--- src/rtl/dl11_console.sv ---
// DL11-compatible console responder for the vm1 Q-bus handshake.
// Four registers at BASE_ADDR: RCSR, RBUF, XCSR, XBUF. Transmit bytes are
// serialised 8N1 on txd; receive bytes arrive on a parallel host port.
module dl11_console #(
   parameter int          CLKS_PER_BIT = 16,
   parameter logic [15:0] BASE_ADDR    = 16'o177560,
   parameter logic [15:0] RX_VECTOR    = 16'o060,
   parameter logic [15:0] TX_VECTOR    = 16'o064
) (
   input  logic        clk,
   input  logic        reset,
   input  logic [15:0] addr_i,
   input  logic [15:0] data_i,
   output logic [15:0] data_o,
   input  logic        SYNC,
   input  logic        DIN,
   input  logic        DOUT,
   input  logic        WTBT,
   input  logic        INIT,
   input  logic        IAKO,
   output logic        RPLY,
   output logic        VIRQ,
   output logic        txd,
   output logic        tx_strobe,
   output logic [7:0]  tx_byte,
   input  logic        rx_valid,
   input  logic [7:0]  rx_byte
);

   localparam int CW = (CLKS_PER_BIT > 2) ? $clog2(CLKS_PER_BIT) : 1;
   localparam logic [CW-1:0] LAST = CW'(CLKS_PER_BIT - 1);

   typedef enum logic [1:0] {S_IDLE, S_START, S_DATA, S_STOP} tx_state_t;

   // bus / reply state
   logic            r_rply;
   logic [15:0]     r_vec;
   // receive side
   logic            r_done, r_err, r_rie;
   logic [7:0]      r_rbuf;
   // transmit side
   logic            r_tie, r_ready, r_tx_req;
   logic            r_tx_strobe;
   logic [7:0]      r_tx_byte;
   logic [7:0]      r_shift;
   tx_state_t       r_state;
   logic [CW-1:0]   r_cnt;
   logic [2:0]      r_bit;
   logic            r_txd;

   logic            w_clr, w_sel, w_req, w_fire;
   logic            w_bus_wr, w_bus_rd, w_iack, w_ack_tx;
   logic            w_rd_rbuf, w_wr_rcsr, w_wr_xcsr, w_wr_xbuf, w_accept;
   logic            w_irq_rx, w_stop_end, w_bit_end;
   logic            w_tie_nxt, w_ready_nxt;
   logic [1:0]      w_reg;
   logic [15:0]     w_vec;
   logic            w_unused;

   assign w_clr      = reset | INIT;
   assign w_sel      = SYNC & (addr_i[15:3] == BASE_ADDR[15:3]);
   assign w_reg      = addr_i[2:1];
   assign w_irq_rx   = r_done & r_rie;
   assign w_vec      = w_irq_rx ? RX_VECTOR : (r_tx_req ? TX_VECTOR : 16'd0);

   assign w_req      = (w_sel & (DIN | DOUT)) | (IAKO & DIN & VIRQ);
   // side effects happen only on the cycle that raises RPLY
   assign w_fire     = w_req & ~r_rply;
   // odd-byte writes are acknowledged but never land in a register
   assign w_bus_wr   = w_fire & w_sel & DOUT & ~(WTBT & addr_i[0]);
   assign w_bus_rd   = w_fire & w_sel & DIN;
   assign w_iack     = w_fire & ~w_sel & IAKO & DIN;
   assign w_ack_tx   = w_iack & ~w_irq_rx & r_tx_req;

   assign w_rd_rbuf  = w_bus_rd & (w_reg == 2'd1);
   assign w_wr_rcsr  = w_bus_wr & (w_reg == 2'd0);
   assign w_wr_xcsr  = w_bus_wr & (w_reg == 2'd2);
   assign w_wr_xbuf  = w_bus_wr & (w_reg == 2'd3);
   assign w_accept   = w_wr_xbuf & r_ready;

   assign w_bit_end  = (r_cnt == LAST);
   assign w_stop_end = (r_state == S_STOP) & w_bit_end;
   assign w_tie_nxt  = w_wr_xcsr ? data_i[6] : r_tie;
   assign w_ready_nxt = w_accept ? 1'b0 : (w_stop_end ? 1'b1 : r_ready);

   assign RPLY      = r_rply;
   assign VIRQ      = w_irq_rx | r_tx_req;
   assign txd       = r_txd;
   assign tx_strobe = r_tx_strobe;
   assign tx_byte   = r_tx_byte;
   assign w_unused  = &{1'b0, data_i[15:8]};

   // read mux; the acknowledge vector is frozen once RPLY is up because
   // a tx acknowledge clears the request that selected it
   always_comb begin
      data_o = 16'd0;
      if (w_sel & DIN) begin
         case (w_reg)
            2'd0:    data_o = {r_err, 7'd0, r_done, r_rie, 6'd0};
            2'd1:    data_o = {8'd0, r_rbuf};
            2'd2:    data_o = {8'd0, r_ready, r_tie, 6'd0};
            default: data_o = 16'd0;
         endcase
      end else if (IAKO & DIN) begin
         data_o = r_rply ? r_vec : w_vec;
      end
   end

   // reply handshake: raise after a request, drop once both strobes are low
   always_ff @(posedge clk) begin
      if (w_clr) begin
         r_rply <= 1'b0;
      end else if (w_fire) begin
         r_rply <= 1'b1;
      end else if (r_rply & ~DIN & ~DOUT) begin
         r_rply <= 1'b0;
      end
   end

   // vector captured at acknowledge time
   always_ff @(posedge clk) begin
      if (w_fire) r_vec <= w_vec;
   end

   // receive status: a new byte always wins over a simultaneous RBUF read
   always_ff @(posedge clk) begin
      if (w_clr) begin
         r_done <= 1'b0;
         r_err  <= 1'b0;
         r_rie  <= 1'b0;
      end else begin
         if (w_wr_rcsr) r_rie <= data_i[6];
         if (rx_valid) begin
            r_done <= 1'b1;
            if (w_rd_rbuf)   r_err <= 1'b0;
            else if (r_done) r_err <= 1'b1;
         end else if (w_rd_rbuf) begin
            r_done <= 1'b0;
            r_err  <= 1'b0;
         end
      end
   end

   // receive data buffer
   always_ff @(posedge clk) begin
      if (rx_valid & ~w_clr) r_rbuf <= rx_byte;
   end

   // transmit data: byte latch and LSB-first shift register
   always_ff @(posedge clk) begin
      if (w_accept) begin
         r_tx_byte <= data_i[7:0];
         r_shift   <= data_i[7:0];
      end else if ((r_state == S_DATA) & w_bit_end) begin
         r_shift   <= {1'b0, r_shift[7:1]};
      end
   end

   // transmit control, interrupt request and 8N1 shifter
   always_ff @(posedge clk) begin
      if (w_clr) begin
         r_tie       <= 1'b0;
         r_ready     <= 1'b1;
         r_tx_req    <= 1'b0;
         r_tx_strobe <= 1'b0;
         r_state     <= S_IDLE;
         r_cnt       <= '0;
         r_bit       <= 3'd0;
         r_txd       <= 1'b1;
      end else begin
         r_tie       <= w_tie_nxt;
         r_ready     <= w_ready_nxt;
         r_tx_strobe <= w_accept;
         r_tx_req    <= (r_tx_req & ~(w_ack_tx | ~w_tie_nxt | w_accept)) |
                        (w_tie_nxt & w_ready_nxt & ~(r_tie & r_ready));
         case (r_state)
            S_IDLE: begin
               if (w_accept) begin
                  r_state <= S_START;
                  r_cnt   <= '0;
                  r_txd   <= 1'b0;
               end
            end
            S_START: begin
               if (w_bit_end) begin
                  r_cnt   <= '0;
                  r_bit   <= 3'd0;
                  r_state <= S_DATA;
                  r_txd   <= r_shift[0];
               end else begin
                  r_cnt <= r_cnt + 1'b1;
               end
            end
            S_DATA: begin
               if (w_bit_end) begin
                  r_cnt <= '0;
                  if (r_bit == 3'd7) begin
                     r_state <= S_STOP;
                     r_txd   <= 1'b1;
                  end else begin
                     r_bit <= r_bit + 3'd1;
                     r_txd <= r_shift[1];
                  end
               end else begin
                  r_cnt <= r_cnt + 1'b1;
               end
            end
            S_STOP: begin
               if (w_bit_end) begin
                  r_cnt   <= '0;
                  r_state <= S_IDLE;
               end else begin
                  r_cnt <= r_cnt + 1'b1;
               end
            end
            default: begin
               r_state <= S_IDLE;
               r_txd   <= 1'b1;
            end
         endcase
      end
   end

endmodule

--- config.mk ---
export PLATFORM = sky130hd
export DESIGN_NAME = dl11_console
export DESIGN_NICKNAME = d
export VERILOG_FILES = /design/src/rtl/dl11_console.sv
export SDC_FILE = /design/constraint.sdc
export NUM_CORES = 1
export LEC_CHECK = 0
export ABC_AREA = 1
export CAP_MARGIN = 10
export CORE_AREA = 5 5 82 84
export DETAILED_ROUTE_END_ITERATION = 10
export DIE_AREA = 0 0 87 89
export GPL_ROUTABILITY_DRIVEN = 1
export PLACE_DENSITY_LB_ADDON = 0.25
export RECOVER_POWER = 100
export SETUP_SLACK_MARGIN = 0.1
export SYNTH_ARGS = -nofsm -noshare
export SYNTH_HDL_FRONTEND = slang
export SYNTH_SLANG_ARGS = --single-unit
export TNS_END_PERCENT = 5
--- constraint.sdc ---
create_clock -name clk -period 2.01 [get_ports clk]
set_input_delay 0.402 -clock clk [delete_from_list [all_inputs] [get_ports clk]]
set_output_delay 0.402 -clock clk [all_outputs]
set_load 0.02 [all_outputs]
* Yosys cells after proc, flatten, opt, wreduce, memory -nomap -nowiden
Index checks and enable logic that the tools add are counted.
** Operators by class
- Add/subtract/negate cells :: 2
- Eq/ne operators :: 15
- Muxes and demuxes :: 36
- Bitwise gates (word level) :: 48
- Reductions and logical operators :: 13
** Operators with widths (count)
- 2-to-1 mux 16 bit :: 3
- case mux 16 bit (3 select lines) :: 1
- bitwise AND 1 bit :: 31
- 2-to-1 mux 8 bit :: 2
- 2-to-1 mux 1 bit :: 14
- equality test 13 bit (second input constant) :: 1
- 2-to-1 mux 6 bit :: 2
- 2-to-1 mux 2 bit :: 5
- inequality test 2 bit (second input constant) :: 5
- NOT 1 bit :: 10
- nonzero test 2 bit :: 5
- 2-to-1 mux 3 bit :: 3
- equality test 2 bit (second input constant) :: 4
- 2-to-1 mux 4 bit :: 2
- case mux 2 bit (4 select lines) :: 1
- case mux 4 bit (2 select lines) :: 1
- AND reduction 4 bit :: 2
- OR 1 bit :: 7
- case mux 3 bit (2 select lines) :: 1
- AND reduction 5 bit :: 1
- adder 4 x 1 -> 4 bit (second input constant) :: 1
- equality test 2 x 1 -> 1 bit (second input constant) :: 2
- equality test 4 bit (second input constant) :: 1
- zero test 2 bit :: 2
- 7 further kinds :: 7
** Word-level totals
- Bits in registers :: 58
- Bits of input ports :: 49
- Output and inout port bits :: 28
- Logic and storage cells :: 130

* Longest topological paths before layout
Gate-level depths: netlist (run 1).
- Depth in word-level cells :: 16
- Gate-level depth with buffers :: 12

* Least setup slack after synthesis (run 1)
Ideal clock, no wire load.
- Path type :: in2out
- Start point :: in addr_i[8]
- End point :: out data_o[6]
- Arrival :: 1.333 ns
- Data required time :: 1.608 ns
- Setup slack :: 0.275 ns
- Stages :: 8
- Cells stage by stage :: inv_1 > nor2_2 > nand2_2 > nor2_4 > nand2_2 > nor2_1 > inv_1 > a31oi_1
** On the way
- Word-level cells in the longest chain between the ends :: 4
** RTL lines
- from (decl) :: line 12 : input logic [15:0] addr_i,
- equality test 13 bit :: line 61 : assign w_sel = SYNC & (addr_i[15:3] == BASE_ADDR[15:3]);
- bitwise AND 1 bit :: line 61
- bitwise AND 1 bit :: line 97 : if (w_sel & DIN) begin
- 2-to-1 mux 16 bit :: line 97
- to (decl) :: line 14 : output logic [15:0] data_o,
Every way passes these cells.

* Worst setup path after layout (run 1)
- Start point :: in addr_i[8]
- End point :: out data_o[2]
Same word-level chain as after synthesis.

==> results.txt, run 1 <==
----------------------------------------------------
[Setup path]
  Startpoint kind of the worst setup timing path ... primary input
  Crit Path Class ... primary input to output port
  Critical path arrival ... 1510 ps
  CP required ... 1610 ps
  Worst setup EP type ... output port
  Biggest fanout along the worst timing path ... 2

[CTS]
  Later-pin clock latency in the skew report ... 290 ps
  Clock root buffer master ... sky130_fd_sc_hd__clkbuf_8
  Number of buffers added to fix hold violations after cts ... 0
  Clock-pin slew reported for the worst setup and hold paths after clock tree synthesis ... 80 ps
  CTS tree ... done
  Sinks on the clock net ... 44
  Maximum clock insertion buffer count ... 2
  Deepest level of the CTS H-tree ... 2
  Clock buffers created by TritonCTS ... 5

[Placement]
  Number of buffer cells added on primary ports ... between 60 and 70
  Half-perimeter wire length after detailed placement ... 4190 microns
  Global placer's final weighted congestion ... 0.829
  Minimum setup slack after placement ... -675 ps
  Total instance count after detailed placement ... ~430

[Yosys]
  Sequential fraction of the synthesis area ... 50.2%
  Synth Area per Inst ... 8.48 sq um
  Cell area after technology mapping ... 0.00227 sq mm
  Post-Syn Instances ... between 200 and 300
  Synth warn ... 0
  Register bit count reported by yosys ... 44
  Count of cell types in the netlist ... 31

[Global routing]
  GRT Resource Usage Total ... 14.5%
  Largest net degree at the start of global routing ... 15
  Vias in the first global route ... ~2000
  Global-route wire length before repair ... 8910 microns
  Antenna violations before repair ... 0
  Grt ovf ... 0

[Timing]
  Total Negative Setup Slacks ... 0 ps
  Max-slew violation count ... 0
  Min cycle time layout ... 1910 ps
  Hold Fails Final Rpt ... 0
  Total setup violations reported at the end of the flow ... 0
  Post-route clock skew ... 5.37 ps
  Setup WS post-layout ... 99.7 ps
  Share of the clock period used by the worst path after layout ... 95.0%
  Fmax ... about 520 MHz
  RSZ-0062 raised after global routing ... yes

[Flow run]
  Number of maximum-capacitance violations ... 0

[Floorplan]
  Area inside the core boundary ... just under 0.006 sq mm
  Total number of placement rows ... 28
  Die Footprint ... just under 0.008 sq mm
  IO Count ... slightly below 80
  Die boundary height ... 89 microns
  Initial standard-cell utilization of the core ... 38.9%
  Width of the chip ... 87 microns

[Cells and area]
  Synthesis-to-layout area growth ... 46.7%
  Antenna cells ... 0
  Nets ... between 400 and 500
  Number of cells in the finished layout apart from fillers ... 441
  Layout cells sized above 1 ... 23.2%

[Run status]
  Result of the run ... complete, no violations

[Route]
  First-iteration detailed-routing DRC count ... 66
  WL/cell ... between 10 and 15 microns
  Residual DRC ... 0
  Drt total wl ... 5410 microns
  Router iterations before antenna repair ... 4
  Vias post-DR ... 2002
  Via density per instance ... 4.54
  Remaining antenna violation count after routing ... 0

[Power]
  Worst vdd rail ir drop ... around 0.00034 V
  Total leakage power ... around 1.5 nW
  Power per standard cell area ... 532 mW/mm^2
  Design Power ... 1.77 mW

[Hold path]
  Path category of the worst min-delay check ... flop to flop

----------------------------------------------------
-- kinds of logic after synthesis --
kind of cell	share of synthesized area [%]
compound gates	8.15
fa+ha+maj	4.95
buf+inv	10.0
flops	50.2
other cells	0.165
simple gates	26.5
-- per-layer routing --
metal  GRT usage (%)  vias up  routed length (microns)
met1            16.2      904                     2320
met4            4.82        0                       72
li1                -     1043                        -
met5               0        -                        0
met3            2.86        7                      340
met2            27.5       48                     2680
-- cells in the mapped netlist (all sizes together) --
library cell | number | share of area, %
a21oi | 13 | 3.4
o21a | 1 | 0.33
o21ai | 9 | 2.1
inv | 40 | 6.6
a32o | 1 | 0.44
a21boi | 1 | 0.33
a31o | 1 | 0.39
a31oi | 3 | 0.83
nand2 | 81 | 14
o211ai | 1 | 0.33
edfxtp | 26 | 34
conb | 1 | 0.16
nand4 | 8 | 2.2
dfxtp | 18 | 16
nand3 | 11 | 3.2
nor3 | 3 | 0.66
buf | 10 | 3.4
nor2 | 31 | 6.2
ha | 9 | 5.0
-- cell usage in the layout, fill, tap and decap left out, types with 9 or more instances in the layout --
master                            Yosys  routed
sky130_fd_sc_hd__dfxtp_1             18      18
sky130_fd_sc_hd__nor2_1              27      21
sky130_fd_sc_hd__ha_1                 9       9
sky130_fd_sc_hd__clkdlybuf4s15_1      0       9
sky130_fd_sc_hd__nand2_1             75      73
sky130_fd_sc_hd__a21oi_1             10      10
sky130_fd_sc_hd__inv_1               37      33
sky130_fd_sc_hd__clkdlybuf4s50_1      0      17
sky130_fd_sc_hd__edfxtp_1            26      26
sky130_fd_sc_hd__dlygate4sd3_1        0      17
sky130_fd_sc_hd__buf_4                7      36
-- power by group --
part	switching, mW	internal [mW]
Sequential	0.00389	0.958
Combinational	0.0714	0.0802
Clock	0.291	0.369
Total	0.366	1.41
-- registers in the layout (all words and copies together) (netlist names) --
register and count:
RPLY 1, r_bit 3, r_cnt 4, r_done 1, r_err 1, r_rbuf 8
r_ready 1, r_rie 1, r_shift 8, r_state 2, r_tie 1, r_tx_req 1
r_vec 2, tx_byte 8, tx_strobe 1, txd 1
-- final timing paths --
kind | slack [ps] | end | depth (start not counted) | startpoint
min reg2reg | 480 | txd$_SDFFE_PP1P_ | 2 | txd$_SDFFE_PP1P_
max | 100 | data_o[2] | 9 | addr_i[8]
max reg2reg | 280 | r_rie$_SDFFE_PP0P_ | 11 | r_done$_SDFFE_PP0P_
min | 480 | txd$_SDFFE_PP1P_ | 2 | txd$_SDFFE_PP1P_
-- worst max-delay path: stages --
cell and delay, ps:
sky130_fd_sc_hd__clkdlybuf4s15_2 180, sky130_fd_sc_hd__inv_1 40, sky130_fd_sc_hd__nor2_2 110, sky130_fd_sc_hd__nand2_2 80, sky130_fd_sc_hd__nor2_4 110, sky130_fd_sc_hd__nand2_4 70, sky130_fd_sc_hd__buf_6 120, sky130_fd_sc_hd__a32o_2 260
sky130_fd_sc_hd__buf_6 130
-- cell type report --
class / count / area (sq um)
clock buffer: 6 / 72.6
timing repair buffer: 94 / 847
tap: 75 / 93.8
clock inverter: 2 / 35.0
multi-input combinational: 180 / 996
fill: 549 / 2510
sequential: 44 / 1140
inverter: 40 / 150
-- per-stage QoR --
step / area (sq um) / hold slack (ps) / utilization (%)
after CTS: 3280 / 478 / 56.0
after floorplan: 2300 / 444 / -
after detailed placement: 3150 / 450 / 53.9
after global placement: 3150 / 448 / 53.9
after global routing: 3340 / 503 / 57.0
final: 3340 / 476 / 57.0
-- what timing repair did --
action | 4_1_cts | 5_1_grt
pin swaps | 10 | 6
resized for setup | 82 | 19
setup buffers | 3 | 1
cloned | 0 | 0
setup endpoints to repair | 29 | 10
hold endpoints to repair | 0 | 0
Note: power is estimated with default switching activity, not from simulation.
==> inputs of run 2 (changes only) <==
--- a/config.mk
+++ b/config.mk
@@ -5,11 +5,10 @@
 export SDC_FILE = /design/constraint.sdc
 export NUM_CORES = 1
 export LEC_CHECK = 0
-export ABC_AREA = 1
 export CAP_MARGIN = 10
-export CORE_AREA = 5 5 82 84
+export CORE_AREA = 5 5 81 83
 export DETAILED_ROUTE_END_ITERATION = 10
-export DIE_AREA = 0 0 87 89
+export DIE_AREA = 0 0 86 88
 export GPL_ROUTABILITY_DRIVEN = 1
 export PLACE_DENSITY_LB_ADDON = 0.25
 export RECOVER_POWER = 100
==> run 2 against run 1 <==
The flow now finishes with violations (negative setup slack); critical endpoint is now data_o[4]; final cell count down 13%; synthesized cell count decreased by 22%; setup slack got worse by 270 ps; core utilization shrank 0.74 points; combinational power is 3% lower; via count decreased by 7.8%; area after synthesis fell by 3.3%; routed wire length decreased by 7.9%; largest power group unchanged; largest cell class unchanged; critical path depth did not move.
==> results.txt, run 2 <==
----------------------------------------------------
[Run status]
  Result of the run ... finished with violations
  Violations in the final reports ... negative setup slack

[Floorplan]
  Die boundary height ... 88 microns
  Initial standard-cell utilization of the core ... 38.0%
  Area inside the core boundary ... 0.00578 sq mm
  Total number of placement rows ... 28
  Die Footprint ... 0.00757 sq mm
  Width of the chip ... 86 microns
  IO Count ... 77

[Global routing]
  Largest net degree at the start of global routing ... 15
  Vias in the first global route ... 1923
  Antenna violations before repair ... 0
  GRT Resource Usage Total ... a little over an eighth
  Grt ovf ... 0
  Global-route wire length before repair ... approximately 8300 microns

[Flow run]
  Number of maximum-capacitance violations ... 0

[Setup path]
  Cells traversed along the worst timing path ... buf_6 -> nand4b_4 -> nor4_4 -> nand2_2 -> nor3_4 -> buf_6 -> buf_6 -> a21o_1 -> buf_6
  Dominant cell type by count on the critical path ... sky130_fd_sc_hd__buf_6
  Critical path startpoint ... addr_i[3]
  Length in cells of the worst reg-to-reg path ... 8
  FF-to-FF setup slack ... 270 ps
  Critical path arrival ... about 1800 ps
  Crit-path slowest cell ... sky130_fd_sc_hd__nor4_4
  Crit path capture ... data_o[4]
  Crit Reg-Reg Startpoint ... RPLY$_SDFFE_PP0P_
  Delay of the slowest cell on the worst path ... about 310 ps
  Biggest fanout along the worst timing path ... 3
  CP required ... 1610 ps
  Startpoint kind of the worst setup timing path ... primary input
  Worst setup EP type ... output port
  Crit Path Class ... primary input to output port
  Capture point of the worst reg-to-reg path ... txd$_SDFFE_PP1P_

[Hold path]
  Path category of the worst min-delay check ... flop to flop
  Worst hold start ... txd$_SDFFE_PP1P_

[Timing]
  Relative slew slack ... between 60% and 70%
  Min cycle time layout ... 2180 ps
  Max-slew violation count ... 0
  Total setup violations reported at the end of the flow ... 9
  Hold Fails Final Rpt ... 0
  Slew at the pin closest to its max-slew limit ... 584 ps
  Share of the clock period used by the worst path after layout ... 109%
  Post-Route Hold Slack ... 463 ps
  RSZ-0062 raised after global routing ... yes
  Post-route clock skew ... between 9 and 10 ps
  Fmax ... 458 MHz
  Setup WS post-layout ... -172 ps
  Total Negative Setup Slacks ... -851 ps

[Cells and area]
  Antenna cells ... 0
  Most frequent cells in the layout ... sky130_fd_sc_hd__dlygate4sd3_1, sky130_fd_sc_hd__edfxtp_1, sky130_fd_sc_hd__nand2_1, sky130_fd_sc_hd__buf_4, sky130_fd_sc_hd__dfxtp_1
  Layout cells sized above 1 ... 26.1%
  Commonest non-fill, non-tap cell in the layout ... sky130_fd_sc_hd__dlygate4sd3_1
  Post-route standard cell area excluding fillers ... about 0.0033 sq mm
  Synthesis-to-layout area growth ... 48.0%
  Nets ... 364

[CTS]
  Sinks on the clock net ... 44
  Clock root buffer master ... sky130_fd_sc_hd__clkbuf_8
  CTS tree ... done
  Clock buffers created by TritonCTS ... 5
  Clock-pin slew reported for the worst setup and hold paths after clock tree synthesis ... 90 ps
  Maximum clock insertion buffer count ... 2
  Later-pin clock latency in the skew report ... 300 ps
  Deepest level of the CTS H-tree ... 2

[Yosys]
  Library cell with the largest summed area after synthesis ... sky130_fd_sc_hd__edfxtp_1
  Combinational family with the most area after synthesis ... simple AND/OR/NAND/NOR gates
  Share of Yosys cell area claimed by the top area cell type ... 35.5%
  Top_reg_cell synth ... sky130_fd_sc_hd__edfxtp_1
  Register bit count reported by yosys ... 44
  Cell area after technology mapping ... around 0.0022 sq mm
  Basic-gate share of the synthesized area counting and, or, nand and nor cells ... between 20% and 30%
  Count of cell types in the netlist ... 41
  Synth Area per Inst ... 10.5 sq um
  Proportion of synthesized area in mux cells ... 7.23%
  Adder and majority cell fraction of the synthesized area ... 5.12%
  Ranking of synthesized cells by area ... sky130_fd_sc_hd__edfxtp_1, sky130_fd_sc_hd__dfxtp_1, sky130_fd_sc_hd__ha_1
  Synth warn ... 0
  Sequential fraction of the synthesis area ... 51.9%
  Commonest cells in the netlist ... sky130_fd_sc_hd__edfxtp_1, sky130_fd_sc_hd__nand2_1, sky130_fd_sc_hd__nor2_1
  Async SR Flop Fraction ... 0%
  Number of enable flip-flop cells after synthesis ... 26
  Synthesized-area fraction occupied by ao, oa, aoi and oai cells ... 9.62%
  Post-Syn Instances ... 210
  Synthesized-area fraction occupied by xor and xnor cells ... 0%

[Route]
  Residual DRC ... 0
  Remaining antenna violation count after routing ... 0
  Vias post-DR ... 1845
  Drt total wl ... 4990 microns
  First-iteration detailed-routing DRC count ... 54
  Router iterations before antenna repair ... 4
  Via density per instance ... 4.83
  WL/cell ... about 13 microns

[Placement]
  Global placer's final weighted congestion ... 0.745
  Half-perimeter wire length after detailed placement ... roughly 3800 microns
  Minimum setup slack after placement ... -1030 ps
  Instance area after placement ... 0.00311 sq mm
  Number of buffer cells added on primary ports ... 61

[Power]
  Total leakage power ... 1.32 nW
  Worst vdd rail ir drop ... 0.000356 V
  Power per standard cell area ... 586 mW/mm^2

----------------------------------------------------
## run 2: worst min path at each step
stage	to	slack [ps]	cells after the start
floorplan	r_cnt[1]$_SDFFE_PP0N_	450	2
global placement	txd$_SDFFE_PP1P_	450	1
detailed placement	txd$_SDFFE_PP1P_	450	1
CTS	txd$_SDFFE_PP1P_	480	1
global route	txd$_SDFFE_PP1P_	480	1
finish	txd$_SDFFE_PP1P_	460	1
## run 2: timing repair
action	in CTS	in global routing
setup buffers	7	0
endpoints found under the setup margin	35	17
gates cloned	0	0
hold buffers	0	0
resized for setup	106	12
pin swaps	12	4
## run 2: worst max-delay path: cells and delay by family
| kind | cells | cell delay (ps) |
|---|---|---|
| simple gates | 4 | 820 |
| buf+inv | 4 | 420 |
| compound gates | 1 | 130 |
## run 2: power by group
| part | switching (mW) | internal, mW |
|---|---|---|
| clock | 0.299 | 0.497 |
| sequential | 0.00283 | 0.958 |
| combinational | 0.0668 | 0.0808 |
| total | 0.369 | 1.54 |
## run 2: cell type report
class	instances	area, sq um
Fill cell	520	2530
Sequential cell	44	1140
Multi-Input combinational cell	152	1040
Inverter	7	26.3
Tap cell	75	93.8
Timing Repair Buffer	96	817
Clock inverter	2	60.1
Clock buffer	6	72.6
## run 2: routing by layer
| layer | GRT usage [%] | wire length, microns |
|---|---|---|
| met1 | 14.9 | 2010 |
| met2 | 25.9 | 2670 |
| met3 | 3.29 | 252 |
| met4 | 3.45 | 50 |
| met5 | 0 | 0 |
## run 2: cells by family (layout without fill, tap and decap cells)
kind of cell | Yosys count | count (layout)
mux | 15 | 15
buf+inv | 20 | 111
flops | 44 | 44
other cells | 1 | 7
simple gates | 87 | 87
fa+ha+maj | 9 | 9
compound gates | 34 | 34
## run 2: through the flow
step / instances / util (%) / power [mW]
6_report: 382 / 56.3 / 1.90
5_1_grt: 382 / 56.3 / 1.97
4_1_cts: 382 / 56.8 / 1.93
3_5_place_dp: 367 / 53.8 / 1.14
3_3_place_gp: 367 / 53.8 / 1.14
2_1_floorplan: 216 / - / 1.04
==> inputs of run 3 (changes only) <==
--- a/config.mk
+++ b/config.mk
@@ -6,9 +6,10 @@
 export NUM_CORES = 1
 export LEC_CHECK = 0
 export CAP_MARGIN = 10
-export CORE_AREA = 5 5 81 83
+export CORE_AREA = 5 5 76 78
+export CTS_CLUSTER_DIAMETER = 50
 export DETAILED_ROUTE_END_ITERATION = 10
-export DIE_AREA = 0 0 86 88
+export DIE_AREA = 0 0 81 83
 export GPL_ROUTABILITY_DRIVEN = 1
 export PLACE_DENSITY_LB_ADDON = 0.25
 export RECOVER_POWER = 100
==> run 3 against run 2 <==
The run still ends with negative setup slack left; core utilization increased by 6.9 points; sequential cell count unchanged; critical path type unchanged; total power decreased by 14%; register-to-register slack got worse by 30 ps; critical endpoint unchanged.
==> results.txt, run 3 (synthesis results as in run 2) <==
----------------------------------------------------
[Run status]
  Violations in the final reports ... negative setup slack
  Result of the run ... finished with violations

[Setup path]
  Worst path buffer plus inverter count ... 3
  Dominant cell type by count on the critical path ... sky130_fd_sc_hd__buf_6
  Cells traversed along the worst timing path ... buf_6 -> nand2b_4 -> nor4_4 -> nand2_2 -> nor3_4 -> buf_6 -> a21o_1 -> buf_6
  CP required ... 1610 ps
  Biggest fanout along the worst timing path ... 4
  CP delay by family, top ... simple AND/OR/NAND/NOR gates
  Delay of the slowest cell on the worst path ... 310 ps
  Startpoint kind of the worst setup timing path ... primary input
  Crit-path slowest cell ... sky130_fd_sc_hd__nor4_4
  Critical path arrival ... 1700 ps
  Worst setup EP type ... output port
  Crit Path Class ... primary input to output port

[Power]
  Power per standard cell area ... 517 mW/mm^2
  Reported net switching power ... ~0.35 mW
  Clk network pwr share ... about 32%
  Total leakage power ... 1.29 nW
  Switching Fraction ... 21.7%
  Power share of the sequential group ... 58.8%
  Proportion of power drawn by combinational gates ... under 10%
  Design Power ... 1.64 mW
  Total internal power ... about 1.3 mW
  Worst vdd rail ir drop ... 0.000260 V

[Cells and area]
  Post-route standard cell area excluding fillers ... 0.00316 sq mm
  Layout cells sized above 1 ... 26.7%
  Antenna cells ... 0
  Post-route core utilization ... 63.1%
  Number of cells in the finished layout apart from fillers ... 377
  Commonest non-fill, non-tap cell in the layout ... sky130_fd_sc_hd__dlygate4sd3_1
  Synthesis-to-layout area growth ... 43.9%
  Final-layout fill cell count ... 427
  Nets ... 364
  Most frequent cells in the layout ... sky130_fd_sc_hd__dlygate4sd3_1, sky130_fd_sc_hd__edfxtp_1, sky130_fd_sc_hd__nand2_1, sky130_fd_sc_hd__buf_4, sky130_fd_sc_hd__dfxtp_1

[Route]
  WL/cell ... ~13 microns
  Vias post-DR ... 1851
  Residual DRC ... 0
  First-iteration detailed-routing DRC count ... 68
  Via density per instance ... about 4.9
  Drt total wl ... roughly 5000 microns
  Remaining antenna violation count after routing ... 0
  Router iterations before antenna repair ... 4

[Global routing]
  Global-route wire length before repair ... 8340 microns
  Largest net degree at the start of global routing ... 14
  Antenna violations before repair ... 0
  Vias in the first global route ... 1854
  Grt ovf ... 0
  GRT Resource Usage Total ... between 10% and 20%

[CTS]
  Clock root buffer master ... sky130_fd_sc_hd__clkbuf_8
  Later-pin clock latency in the skew report ... 290 ps
  Sinks on the clock net ... 44
  Deepest level of the CTS H-tree ... 2
  CTS tree ... done
  Clock-pin slew reported for the worst setup and hold paths after clock tree synthesis ... 80 ps
  Maximum clock insertion buffer count ... 2
  Clock buffers created by TritonCTS ... 5

[Timing]
  Total setup violations reported at the end of the flow ... 6
  Slew at the pin closest to its max-slew limit ... 630 ps
  RSZ-0062 raised after global routing ... yes
  Share of the clock period used by the worst path after layout ... 105%
  Setup WS post-layout ... -94.7 ps
  Post-route clock skew ... 6.51 ps
  Fmax ... roughly 480 MHz
  Post-Route Hold Slack ... 481 ps
  Total Negative Setup Slacks ... -413 ps
  Hold Fails Final Rpt ... 0
  Min cycle time layout ... 2100 ps
  Max-slew violation count ... 0
  Relative slew slack ... roughly 58%

[Placement]
  Number of buffer cells added on primary ports ... around 60
  Global placer's final weighted congestion ... between 0.7 and 0.8
  Total instance count after detailed placement ... 362
  Half-perimeter wire length after detailed placement ... 3800 microns
  Instance area after placement ... 0.00310 sq mm
  Minimum setup slack after placement ... -1020 ps

[Floorplan]
  Width of the chip ... 81 microns
  Die Footprint ... 0.00672 sq mm
  Area inside the core boundary ... 0.00501 sq mm
  IO Count ... 77
  Total number of placement rows ... 26
  Initial standard-cell utilization of the core ... a little over two fifths
  Die boundary height ... 83 microns

[Flow run]
  Number of maximum-capacitance violations ... 0

[Hold path]
  Path category of the worst min-delay check ... flop to flop

----------------------------------------------------
run 3: changes by cell type in the layout (fill, tap and decap cells not counted), moves of 2 or more:
cell,delta
sky130_fd_sc_hd__clkbuf_4,-2
sky130_fd_sc_hd__dlygate4sd2_1,-5
sky130_fd_sc_hd__clkbuf_1,+2
sky130_fd_sc_hd__bufinv_16,-2
sky130_fd_sc_hd__o21ai_1,-2
sky130_fd_sc_hd__buf_2,+3
sky130_fd_sc_hd__clkbuf_2,+3
run 3: timing repair:
item	in CTS	in global routing
setup buffers	6	1
pin swaps	11	12
resized for setup	110	17
hold buffers	0	0
setup endpoints to repair	43	18
run 3: worst paths after layout:
check	from	endpoint	slack [ps]	cells past startpoint
max reg2reg	RPLY$_SDFFE_PP0P_	r_shift[6]$_DFFE_PP_	240	7
min reg2reg	txd$_SDFFE_PP1P_	txd$_SDFFE_PP1P_	480	1
max	addr_i[7]	data_o[4]	-90	8
min	txd$_SDFFE_PP1P_	txd$_SDFFE_PP1P_	480	1
run 3: final cells by class:
type                            instances  area [sq um]  share of cell area (%)
Inverter                                7          26.3                   0.831
Clock buffer                            7          76.3                    2.41
Tap cell                               70          87.6                    2.77
Timing Repair Buffer                   96           788                    24.9
Multi-Input combinational cell        152          1040                    32.8
Clock inverter                          1          5.00                   0.158
Sequential cell                        44          1140                    36.1
run 3: layer usage:
layer  part of all wire, %  vias to the layer above  GRT usage (%)
met5                     0                        -              0
met4                   1.4                        0           4.76
met1                    41                      847           18.1
met3                   5.7                        8           4.65
met2                    52                       56           27.0
li1                      -                      940              -
run 3: power groups by stage:
| stage | combinational, mW | sequential, mW | clock, mW |
|---|---|---|---|
| 2_1_floorplan | 0.0538 | 0.981 | 0 |
| 3_3_place_gp | 0.158 | 0.982 | 0 |
| 3_5_place_dp | 0.159 | 0.982 | 0 |
| 4_1_cts | 0.152 | 0.961 | 0.548 |
| 5_1_grt | 0.155 | 0.963 | 0.589 |
| 6_report | 0.144 | 0.962 | 0.530 |
